File: src/rtl/b_redirect_ctrl.sv
// Branch resolution receiver: detects mispredicts, flushes the backend, holds a redirect PC, queues predictor updates.
// Latency: accept in cycle N -> flush_o / redir_valid_o / upd_valid_o visible in cycle N+1.
// Backpressure: res_ready_o low while a redirect is outstanding or the update FIFO is full.
//
// Ports:
//   clk, rst            : clock, asynchronous active-high reset
//   res_*_i / pred_*_i  : resolved branch (valid/ready) and the frontend's prediction for it
//   flush_o             : one-cycle backend flush pulse on a mispredict
//   redir_*             : corrected fetch PC, valid/ready, held stable until accepted
//   upd_*               : head of the predictor-update FIFO, valid/ready
//   br_cnt_o, mis_cnt_o : performance counters, built only when PERF_CNT_EN is defined (else tied to 0)
//
// Optional feature macro: PERF_CNT_EN

module b_redirect_ctrl #(
    parameter int unsigned UPD_DEPTH = 4,
    parameter int unsigned PC_STEP   = 4
) (
    input  logic        clk,
    input  logic        rst,
    input  logic        res_valid_i,
    output logic        res_ready_o,
    input  logic [31:0] res_pc_i,
    input  logic        res_jump_i,
    input  logic [31:0] res_target_i,
    input  logic        pred_jump_i,
    input  logic [31:0] pred_target_i,
    output logic        flush_o,
    output logic        redir_valid_o,
    input  logic        redir_ready_i,
    output logic [31:0] redir_pc_o,
    output logic        upd_valid_o,
    input  logic        upd_ready_i,
    output logic [31:0] upd_pc_o,
    output logic        upd_jump_o,
    output logic [31:0] upd_target_o,
    output logic [31:0] br_cnt_o,
    output logic [31:0] mis_cnt_o
);

    localparam int unsigned AW = $clog2(UPD_DEPTH);
    localparam int unsigned CW = AW + 1;

    localparam logic [0:0] S_IDLE  = 1'b0;
    localparam logic [0:0] S_REDIR = 1'b1;

    // ------------------------------------------------------------------
    // State
    // ------------------------------------------------------------------
    logic [0:0]    state_q, state_d;
    logic          flush_q, flush_d;
    logic [31:0]   redir_pc_q, redir_pc_d;
    // Low during reset and set on the first edge after release, so that
    // res_ready_o stays 0 while rst is held and is purely register-driven.
    logic          live_q, live_d;

    logic [AW-1:0] wr_ptr_q, wr_ptr_d;
    logic [AW-1:0] rd_ptr_q, rd_ptr_d;
    logic [CW-1:0] cnt_q, cnt_d;

    logic [31:0]   mem_pc_q  [UPD_DEPTH];
    logic [31:0]   mem_pc_d  [UPD_DEPTH];
    logic          mem_jmp_q [UPD_DEPTH];
    logic          mem_jmp_d [UPD_DEPTH];
    logic [31:0]   mem_tgt_q [UPD_DEPTH];
    logic [31:0]   mem_tgt_d [UPD_DEPTH];

    // ------------------------------------------------------------------
    // Combinational helpers
    // ------------------------------------------------------------------
    logic        fifo_full;
    logic        fifo_empty;
    logic        res_fire;
    logic        upd_fire;
    logic        mis;
    logic [31:0] corr_pc;

    assign fifo_full  = (cnt_q == CW'(UPD_DEPTH));
    assign fifo_empty = (cnt_q == '0);

    assign res_ready_o = live_q && (state_q == S_IDLE) && !fifo_full;
    assign res_fire    = res_valid_i && res_ready_o;
    assign upd_fire    = !fifo_empty && upd_ready_i;

    // A not-taken branch predicted not-taken is correct whatever the targets say.
    assign mis = (res_jump_i != pred_jump_i) ||
                 (res_jump_i && pred_jump_i && (res_target_i != pred_target_i));

    // Fall-through PC wraps naturally in 32 bits.
    assign corr_pc = res_jump_i ? res_target_i : (res_pc_i + 32'(PC_STEP));

    // ------------------------------------------------------------------
    // Redirect FSM
    // ------------------------------------------------------------------
    always_comb begin
        state_d    = state_q;
        redir_pc_d = redir_pc_q;
        flush_d    = 1'b0;
        live_d     = 1'b1;

        case (state_q)
            S_IDLE: begin
                if (res_fire && mis) begin
                    state_d    = S_REDIR;
                    redir_pc_d = corr_pc;
                    flush_d    = 1'b1;
                end
            end
            S_REDIR: begin
                if (redir_ready_i) begin
                    state_d = S_IDLE;
                end
            end
            default: begin
                state_d = S_IDLE;
            end
        endcase
    end

    // ------------------------------------------------------------------
    // Predictor-update FIFO (power-of-two depth, pointers wrap naturally)
    // ------------------------------------------------------------------
    always_comb begin
        wr_ptr_d  = wr_ptr_q;
        rd_ptr_d  = rd_ptr_q;
        cnt_d     = cnt_q;
        mem_pc_d  = mem_pc_q;
        mem_jmp_d = mem_jmp_q;
        mem_tgt_d = mem_tgt_q;

        if (res_fire) begin
            mem_pc_d[wr_ptr_q]  = res_pc_i;
            mem_jmp_d[wr_ptr_q] = res_jump_i;
            mem_tgt_d[wr_ptr_q] = res_target_i;
            wr_ptr_d            = wr_ptr_q + AW'(1);
        end
        if (upd_fire) begin
            rd_ptr_d = rd_ptr_q + AW'(1);
        end

        case ({res_fire, upd_fire})
            2'b10:   cnt_d = cnt_q + CW'(1);
            2'b01:   cnt_d = cnt_q - CW'(1);
            default: cnt_d = cnt_q;
        endcase
    end

    always_ff @(posedge clk or posedge rst) begin
        if (rst) begin
            state_q    <= S_IDLE;
            flush_q    <= 1'b0;
            redir_pc_q <= '0;
            live_q     <= 1'b0;
            wr_ptr_q   <= '0;
            rd_ptr_q   <= '0;
            cnt_q      <= '0;
            for (int i = 0; i < UPD_DEPTH; i++) begin
                mem_pc_q[i]  <= '0;
                mem_jmp_q[i] <= 1'b0;
                mem_tgt_q[i] <= '0;
            end
        end else begin
            state_q    <= state_d;
            flush_q    <= flush_d;
            redir_pc_q <= redir_pc_d;
            live_q     <= live_d;
            wr_ptr_q   <= wr_ptr_d;
            rd_ptr_q   <= rd_ptr_d;
            cnt_q      <= cnt_d;
            mem_pc_q   <= mem_pc_d;
            mem_jmp_q  <= mem_jmp_d;
            mem_tgt_q  <= mem_tgt_d;
        end
    end

    assign flush_o       = flush_q;
    assign redir_valid_o = (state_q == S_REDIR);
    assign redir_pc_o    = redir_pc_q;

    // Head is zeroed when empty so nothing stale leaks out; while valid it
    // only moves on a pop, so it holds under upd_ready_i=0.
    assign upd_valid_o  = !fifo_empty;
    assign upd_pc_o     = fifo_empty ? 32'h0 : mem_pc_q[rd_ptr_q];
    assign upd_jump_o   = fifo_empty ? 1'b0  : mem_jmp_q[rd_ptr_q];
    assign upd_target_o = fifo_empty ? 32'h0 : mem_tgt_q[rd_ptr_q];

    // ------------------------------------------------------------------
    // Performance counters
    // ------------------------------------------------------------------
`ifdef PERF_CNT_EN
    logic [31:0] br_cnt_q, br_cnt_d;
    logic [31:0] mis_cnt_q, mis_cnt_d;

    always_comb begin
        br_cnt_d  = br_cnt_q;
        mis_cnt_d = mis_cnt_q;
        if (res_fire) begin
            br_cnt_d = br_cnt_q + 32'd1;
            if (mis) begin
                mis_cnt_d = mis_cnt_q + 32'd1;
            end
        end
    end

    always_ff @(posedge clk or posedge rst) begin
        if (rst) begin
            br_cnt_q  <= '0;
            mis_cnt_q <= '0;
        end else begin
            br_cnt_q  <= br_cnt_d;
            mis_cnt_q <= mis_cnt_d;
        end
    end

    assign br_cnt_o  = br_cnt_q;
    assign mis_cnt_o = mis_cnt_q;
`else
    assign br_cnt_o  = 32'h0;
    assign mis_cnt_o = 32'h0;
`endif

endmodule
File: config.mk
export PLATFORM = sky130hd
export DESIGN_NAME = b_redirect_ctrl
export DESIGN_NICKNAME = d
export VERILOG_FILES = /design/src/rtl/b_redirect_ctrl.sv
export SDC_FILE = /design/constraint.sdc
export NUM_CORES = 1
export LEC_CHECK = 0
export CORE_UTILIZATION = 57
export DETAILED_ROUTE_END_ITERATION = 10
export GPL_TIMING_DRIVEN = 0
export PLACE_DENSITY = 0.95
export SETUP_SLACK_MARGIN = 0.3
export SKIP_CTS_REPAIR_TIMING = 1
export SLEW_MARGIN = 15
export SYNTH_ARGS = -nofsm -noshare
export SYNTH_HDL_FRONTEND = slang
export SYNTH_SLANG_ARGS = --single-unit
File: constraint.sdc
create_clock -name clk -period 13.8 [get_ports clk]
set_input_delay 1.38 -clock clk [delete_from_list [all_inputs] [get_ports clk]]
set_output_delay 1.38 -clock clk [all_outputs]
set_load 0.03 [all_outputs]
; After elaboration in Yosys (flattened, before gate mapping)
; Cells that the tools add are included.
[word_totals]
register_bits = 302
out_inout_bits = 165
wordCells = 74
[op_classes]
n_addsub = 5
order_cmp = 3
eq_ne = 5
n_mux = 25
n_bitwise = 3
n_reduce_logical = 14
[ops]
columns = cell, count
row1 = $bwmux W128, 2
row2 = $mux W32, 8
row3 = $bmux W32 S2, 2
row4 = $demux W32 S2, 1
row5 = $add A32 B3 Y32 const B, 1
row6 = $ne A32 B32 Y1, 1
row7 = $logic_and A1 B1 Y1, 8
row8 = $mux W1, 7
row9 = $ge A3 B3 Y1 const B, 2
row10 = $not A2 Y3, 2
row11 = $pmux W3 S2, 1
row12 = $add A2 B1 Y2 const B, 2
row13 = $bwmux W4, 1
row14 = $add A3 B1 Y3 const B, 1
row15 = $eq A3 B3 Y1 const B, 1
row16 = $logic_not A3 Y1, 1
row17 = $lt A3 B1 Y1 const B, 1
row18 = $sub A3 B1 Y3 const B, 1
row19 = $bmux W1 S2, 1
row20 = $demux W1 S2, 1
row21 = $eq A2 B1 Y1 const B, 1
row22 = $eq A2 B2 Y1 const B, 1
row23 = $logic_not A1 Y1, 2
row24 = $pmux W1 S2, 1
row25 = other kinds (5), 5

; Depth between registers and ports, before layout
; Gate-level depths: netlist of the first run.
[depth]
ltp_word = 7
mapped_depth = 11
mapped_depth_nobuf = 10

; Worst setup path before layout of the first run
; OpenSTA, ideal clock, no wires.
[synth_timing]
kind = reg-to-output
startpoint = register rd_ptr_q[0]
endpoint = output upd_target_o[23]
arrival_time_ns = 1.738
required_time_ns = 12.420
slack_ns = 10.682
stages_incl_launch_ff = 7
path_buffers = 4
cell_sequence = dfrtp_1 -> clkbuf_1 -> buf_2 -> buf_2 -> buf_2 -> mux4_2 -> and2_1
[synth_via]
elab_chain_cells = 5
[synth_rtl]
columns = item, line_no
row1 = start: declaration, 58  ; logic [AW-1:0] rd_ptr_q, rd_ptr_d;
row2 = start signal: assignment, 168  ; rd_ptr_q <= rd_ptr_d;
row3 = $not A2 Y3 (not written as such), 185  ; assign upd_target_o = fifo_empty ? 32'h0 : mem_tgt_q[rd_ptr_q];
row4 = $bmux W32 S2, 185
row5 = $mux W32 (not written as such) (2 in series), 185
row6 = $mux W32, 185
row7 = end: declaration, 36  ; output logic [31:0] upd_target_o,
; No other way between the ends. The select of a mux whose other input is x is not followed.

; Worst setup path after layout of the first run
[layout_timing]
startpoint = register rd_ptr_q[0]
endpoint = output upd_target_o[26]
; Same word-level chain as after synthesis.

==> results.sh, run 1 <==
export IMPL_fmax_mhz=212
export IMPL_ys_ff_latch=302
export IMPL_die_area_mm2=0.0271
export IMPL_fp_dieW_um=165
export IMPL_num_vias=10000
export IMPL_rr_endpoint="redir_pc_o[2]"
export IMPL_multi_input_area_mm2=0.00682
export IMPL_r2r_cells=8
export IMPL_layout_common_cells="302 x dfrtp_1, 255 x mux2_2, 194 x clkdlybuf4s50_1"
export IMPL_worst_skew_pair_late_latency_ns=0.56
export IMPL_cts_num_sinks=302
export IMPL_synth_top_area_share_pct=50.1
export IMPL_finalNetCount=1497
export IMPL_clkTransAtPathRegs_ns=0.06
export IMPL_ys_warn_count=0
export IMPL_slowest_delay_ns=0.60
export IMPL_start_util_pct=58.0
export IMPL_syn_inst=1095
export IMPL_crit_arrival_ns=3.35
export IMPL_status="finished clean"
export IMPL_final_common_cell="dfrtp_1"
export IMPL_fin_area_mm2=0.0187
export IMPL_setup_tns_ns=0
export IMPL_cts_root_buffer="clkbuf_16"
export IMPL_ir_worst_vdd_mv=0.221
export IMPL_setup_viol=0
export IMPL_dr_pass1_iters=4
export IMPL_path_class="register to output port"
export IMPL_gr_total_overflow=0
export IMPL_tightest_slew_ns=0.862
export IMPL_worstSetupStartpoint="rd_ptr_q[0]"
export IMPL_postSynthAreaPerCell_um2=13.8
export IMPL_synth_cell_types=36
export IMPL_path_cells="clkbuf_1 > buf_2 > buf_2 > buf_2 > mux4_2 > and2_1 > clkdlybuf4s50_1"
export IMPL_max_slew_margin_rel_pct=42.5
export IMPL_min_path_type="register to register"
export IMPL_place_area_mm2=0.0177
export IMPL_n_fill_cell=1659
export IMPL_synth_area_mm2=0.0151
export IMPL_cp_data_required_time_ns=12.42
export IMPL_cpMaxStageDelayCell="clkdlybuf4s50_1"
export IMPL_whs_ns=0.485
export IMPL_diodes=0
export IMPL_cp_end_kind="output port"
export IMPL_grt_setup_unrepaired="no"
export IMPL_holdPathStages=2
export IMPL_drc=0
export IMPL_crit_family="buffers and inverters"
export IMPL_drt_iter0_drc=681
export IMPL_hold_start="mem_tgt_q[98]"
export IMPL_grtUsageTotal_pct=29.7
export IMPL_htree_levels=1
export IMPL_grt_max_degree=115
export IMPL_cp_common_cell="buf_2"
export IMPL_antenna_left=0
export IMPL_io_pins=268
export IMPL_grt_pass1_wl_mm=59.8
export IMPL_fin_skew_ns=0.0237
export IMPL_regArea_mm2=0.00756
export IMPL_port_buffers=194
export IMPL_hold_end="mem_tgt_q[98]"
export IMPL_finalCritPeriodShare_pct=34.2
export IMPL_seq_area_frac_synth_pct=50.1
export IMPL_finalWirelength_mm=39.1
export IMPL_leakage_nw=8.21
export IMPL_drive_above_1_share_pct=34.7
export IMPL_cap_viol_max_count=0
export IMPL_powerDensity_mw_per_mm2=254
export IMPL_cts_tree="built"
export IMPL_die_height_um=165
export IMPL_cts_buffers=30
export IMPL_crit_path_start_kind="register"
export IMPL_critPathBufInv=5
export IMPL_dpl_hpwl_mm=28.7
export IMPL_min_period_ns=4.73
export IMPL_gp_congestion=0.846
export IMPL_reg2reg_slack_ns=11.57
export IMPL_r2r_start="cnt_q[0]"
export IMPL_clock_path_buffers=3
export IMPL_design_core_area_mm2=0.0260
export IMPL_wl_per_cell_um=22.4
export IMPL_hold_viol_final=0
export IMPL_crit_fanout=10
export IMPL_drv_slew=0
export IMPL_netlist_top_cells_area="dfrtp_1 50%, mux2_2 19%, mux4_2 9.7%, buf_4 3.4%, xor2_1 3.1%"
export IMPL_num_rows=59
export IMPL_viasPerCell=5.75
export IMPL_antenna_found_initial=0
export IMPL_yosysTopAreaCell="dfrtp_1"
export IMPL_grt_pass1_vias=10600
export IMPL_syn_to_final_growth_pct=24.0
-- tightest hold or removal path, stage by stage, from the launching register on --
cell	delay (ns)
dfrtp_1	0.34
nand2_1	0.05
o21ai_0	0.06
-- Yosys cell counts --
master    number
and4_1         1
dfrtp_1      302
xnor2_1       13
clkbuf_2       2
mux4_2        65
mux2_2       255
and2_1        67
nor3_1         3
conb_1         2
buf_4         68
o21ai_1        1
nand4_2        1
nor2_1         8
a21o_1         1
buf_1          1
nand4_4        1
or3_1          1
buf_2         28
nand2_1       51
o21ai_0       40
buf_6         12
clkbuf_1      24
nand2_2        5
nor4_1        11
and3_1         5
inv_1         13
nand4_1       12
o21ai_4        1
mux2_1        28
ha_1           7
nor4_4         1
fa_1           1
a311oi_2       1
nand3_1        8
xor2_1        53
mux2i_1        2
-- per-stage QoR --
| step | utilization (%) | total power [mW] | setup WS (ns) | std cells |
|---|---|---|---|---|
| floorplan | - | 3.08 | 4.07 | 1158 |
| global placement | 68.0 | 3.83 | 0.965 | 1687 |
| detailed placement | 68.3 | 3.94 | 9.68 | 1689 |
| CTS | 72.0 | 4.75 | 9.07 | 1744 |
| global route | 72.0 | 4.96 | 8.94 | 1744 |
| finish | 72.0 | 4.75 | 9.07 | 1744 |
-- cells by family (layout without fill, tap and decap cells) --
group	after synthesis	after routing	synth area share, %
flops	302	302	50.1
simple gates	175	175	6.45
xor+xnor	66	66	3.83
fa+ha+maj	8	8	0.714
mux	350	350	31.0
buf+inv	148	399	6.22
compound gates	44	44	1.62
other cells	2	65	0.0498
-- layout make-up --
| type | instances | share of cell area (%) |
|---|---|---|
| buffer | 135 | 4.76 |
| clock buffer | 46 | 4.77 |
| clock inverter | 9 | 0.375 |
| inverter | 13 | 0.301 |
| multi-input combinational | 708 | 36.5 |
| sequential | 302 | 40.4 |
| tap | 335 | 2.24 |
| timing repair buffer | 196 | 10.7 |
-- power breakdown --
part	total [mW]	internal (mW)	switching, mW
Clock	0.803	0.461	0.341
Combinational	2.38	1.21	1.18
Sequential	1.56	1.32	0.240
Total	4.75	2.99	1.76
-- how the worst max path moves through the flow --
stage                             to  slack [ns]  depth (start not counted)
detailed placement  upd_target_o[26]        9.68                          7
CTS                 upd_target_o[26]        9.07                          7
finish              upd_target_o[26]        9.07                          7
global route        upd_target_o[29]        8.94                          7
floorplan                   cnt_q[0]        4.07                          1
global placement        mem_pc_q[57]        0.97                          2
-- registers in the layout (all words and copies together) (netlist names) --
name	flops
mem_tgt_q	128
rd_ptr_q	2
redir_valid_o	1
redir_pc_o	32
live_q	1
mem_jmp_q	4
mem_pc_q	128
flush_o	1
wr_ptr_q	2
cnt_q	3
-- routing by layer --
metal / up-vias / global-route usage (%) / routed length (um)
li1: 4340 / - / -
met1: 5140 / 38.1 / 15300
met2: 427 / 48.5 / 19100
met3: 127 / 4.34 / 2400
met4: 0 / 16.7 / 2350
met5: - / 0 / 0
Power figures use the tool's default switching activity.
==> run 2: changes to the inputs <==
CORE_UTILIZATION = 53   (was 57)
PLACE_DENSITY = 0.92   (was 0.95)
clock period = 5 ns   (was 13.8 ns; I/O delays follow)
==> results.sh, run 2 (synthesis results as in run 1) <==
export IMPL_power_switching_mw=4.93
export IMPL_gr_total_overflow=0
export IMPL_path_cells="clkbuf_1 > buf_2 > buf_2 > buf_2 > mux4_2 > and2_1 > clkdlybuf4s50_1"
export IMPL_powerDensity_mw_per_mm2=702
export IMPL_clkPwrFrac_pct=18.0
export IMPL_place_inst=1739
export IMPL_cap_viol_max_count=0
export IMPL_antenna_found_initial=0
export IMPL_start_util_pct=54.1
export IMPL_cp_common_cell="buf_2"
export IMPL_worstSetupStartpoint="rd_ptr_q[0]"
export IMPL_worst_skew_pair_late_latency_ns=0.58
export IMPL_drive_above_1_share_pct=35.5
export IMPL_grtUsageTotal_pct=28.6
export IMPL_switching_share_pct=37.0
export IMPL_r2r_cells=11
export IMPL_reg2reg_slack_ns=2.79
export IMPL_seqPwrFrac_pct=32.3
export IMPL_cts_tree="built"
export IMPL_die_area_mm2=0.0291
export IMPL_crit_path_start_kind="register"
export IMPL_cpMaxStageDelayCell="clkdlybuf4s50_1"
export IMPL_regArea_mm2=0.00756
export IMPL_endpoint="upd_target_o[27]"
export IMPL_finalNetCount=1505
export IMPL_io_pins=268
export IMPL_diodes=0
export IMPL_port_buffers=194
export IMPL_num_vias=10200
export IMPL_clkTransAtPathRegs_ns=0.06
export IMPL_crit_fanout=10
export IMPL_fp_dieW_um=171
export IMPL_grt_setup_unrepaired="no"
export IMPL_slowest_delay_ns=0.60
export IMPL_syn_to_final_growth_pct=25.9
export IMPL_tightest_slew_ns=0.913
export IMPL_fmax_mhz=258
export IMPL_finalCritPeriodShare_pct=77.5
export IMPL_cp_depth=7
export IMPL_die_height_um=171
export IMPL_viasPerCell=5.66
export IMPL_drt_iter0_drc=744
export IMPL_htree_levels=1
export IMPL_cts_root_buffer="clkbuf_16"
export IMPL_dr_pass1_iters=7
export IMPL_design_core_area_mm2=0.0279
export IMPL_layout_common_cells="302 x dfrtp_1, 255 x mux2_2, 194 x clkdlybuf4s50_1"
export IMPL_fin_cells=1796
export IMPL_multi_input_area_mm2=0.00682
export IMPL_gp_congestion=0.878
export IMPL_setup_viol=0
export IMPL_critPathBufInv=5
export IMPL_rr_endpoint="cnt_q[2]"
export IMPL_ir_worst_vdd_mv=0.641
export IMPL_status="finished clean"
export IMPL_finalWirelength_mm=40.5
export IMPL_power_internal_mw=8.40
export IMPL_clock_path_buffers=3
export IMPL_grt_max_degree=38
export IMPL_wl_per_cell_um=22.5
export IMPL_crit_family="buffers and inverters"
export IMPL_min_period_ns=3.88
export IMPL_drv_slew=0
export IMPL_grt_pass1_vias=10700
export IMPL_crit_arrival_ns=3.38
export IMPL_antenna_left=0
export IMPL_grt_pass1_wl_mm=62.0
export IMPL_dpl_hpwl_mm=29.4
export IMPL_fin_skew_ns=0.0300
export IMPL_cp_data_required_time_ns=4.50
export IMPL_leakage_nw=8.30
export IMPL_path_class="register to output port"
export IMPL_cp_end_kind="output port"
export IMPL_drc=0
export IMPL_max_slew_margin_rel_pct=39.1
export IMPL_comb_power_share_pct=49.7
export IMPL_num_rows=61
export IMPL_cts_num_sinks=302
export IMPL_cts_buffers=31
export IMPL_r2r_start="cnt_q[0]"
export IMPL_n_fill_cell=1845
export IMPL_final_common_cell="dfrtp_1"
export IMPL_hold_viol_final=0
export IMPL_min_path_type="primary input to async pin"
export IMPL_whs_ns=0.256
-- run 2: cell count changes in the layout (fill, tap and decap cells not counted), moves of 3 or more --
cell | previous run | this run
buf_12 | 0 | 8
clkbuf_1 | 33 | 28
clkinvlp_4 | 0 | 4
bufinv_16 | 1 | 4
-- run 2: how the worst min path moves through the flow --
stage               depth (start not counted)             end  slack (ns)     startpoint
floorplan                                   2    mem_pc_q[38]        0.44   mem_pc_q[38]
global placement                            2   mem_tgt_q[66]        0.46  mem_tgt_q[66]
detailed placement                          2    mem_tgt_q[2]        0.47   mem_tgt_q[2]
CTS                                         2  mem_tgt_q[103]        0.26            rst
global route                                2  mem_tgt_q[103]        0.27            rst
finish                                      2  mem_tgt_q[103]        0.26            rst
-- run 2: layout make-up --
class	count	share of cell area, %
sequential	302	39.8
multi-input combinational	708	35.9
timing repair buffer	203	11.2
buffer	135	4.69
clock buffer	40	4.53
tap	378	2.49
clock inverter	17	1.05
inverter	13	0.277
-- run 2: per-stage QoR --
stage / setup TNS [ns] / worst slack, ns / power (mW) / utilization [%] / instance area, um2
global placement: -407.99 / -1.38 / 10.6 / 63.6 / 17700
CTS: 0 / 1.14 / 13.4 / 68.1 / 19000
global route: 0 / 0.980 / 13.9 / 68.1 / 19000
detailed placement: 0 / 1.77 / 10.9 / 64.3 / 17900
floorplan: 0 / 0.485 / 8.50 / - / 15300
finish: 0 / 1.12 / 13.3 / 68.1 / 19000
-- run 2: layer usage --
metal	routed length (um)	up-vias	global-route usage [%]
li1	-	4357	-
met1	15700	5242	36.6
met2	19900	451	47.0
met3	2710	122	4.37
met4	2140	0	15.2
met5	0	-	0
-- run 2: power by group through the flow --
stage,sequential [mW],combinational (mW),clock (mW)
after CTS,4.28,6.66,2.41
after detailed placement,4.30,6.59,0
after global routing,4.43,6.96,2.51
after floorplan,4.33,4.16,0
after global placement,4.20,6.41,0
final,4.30,6.63,2.40
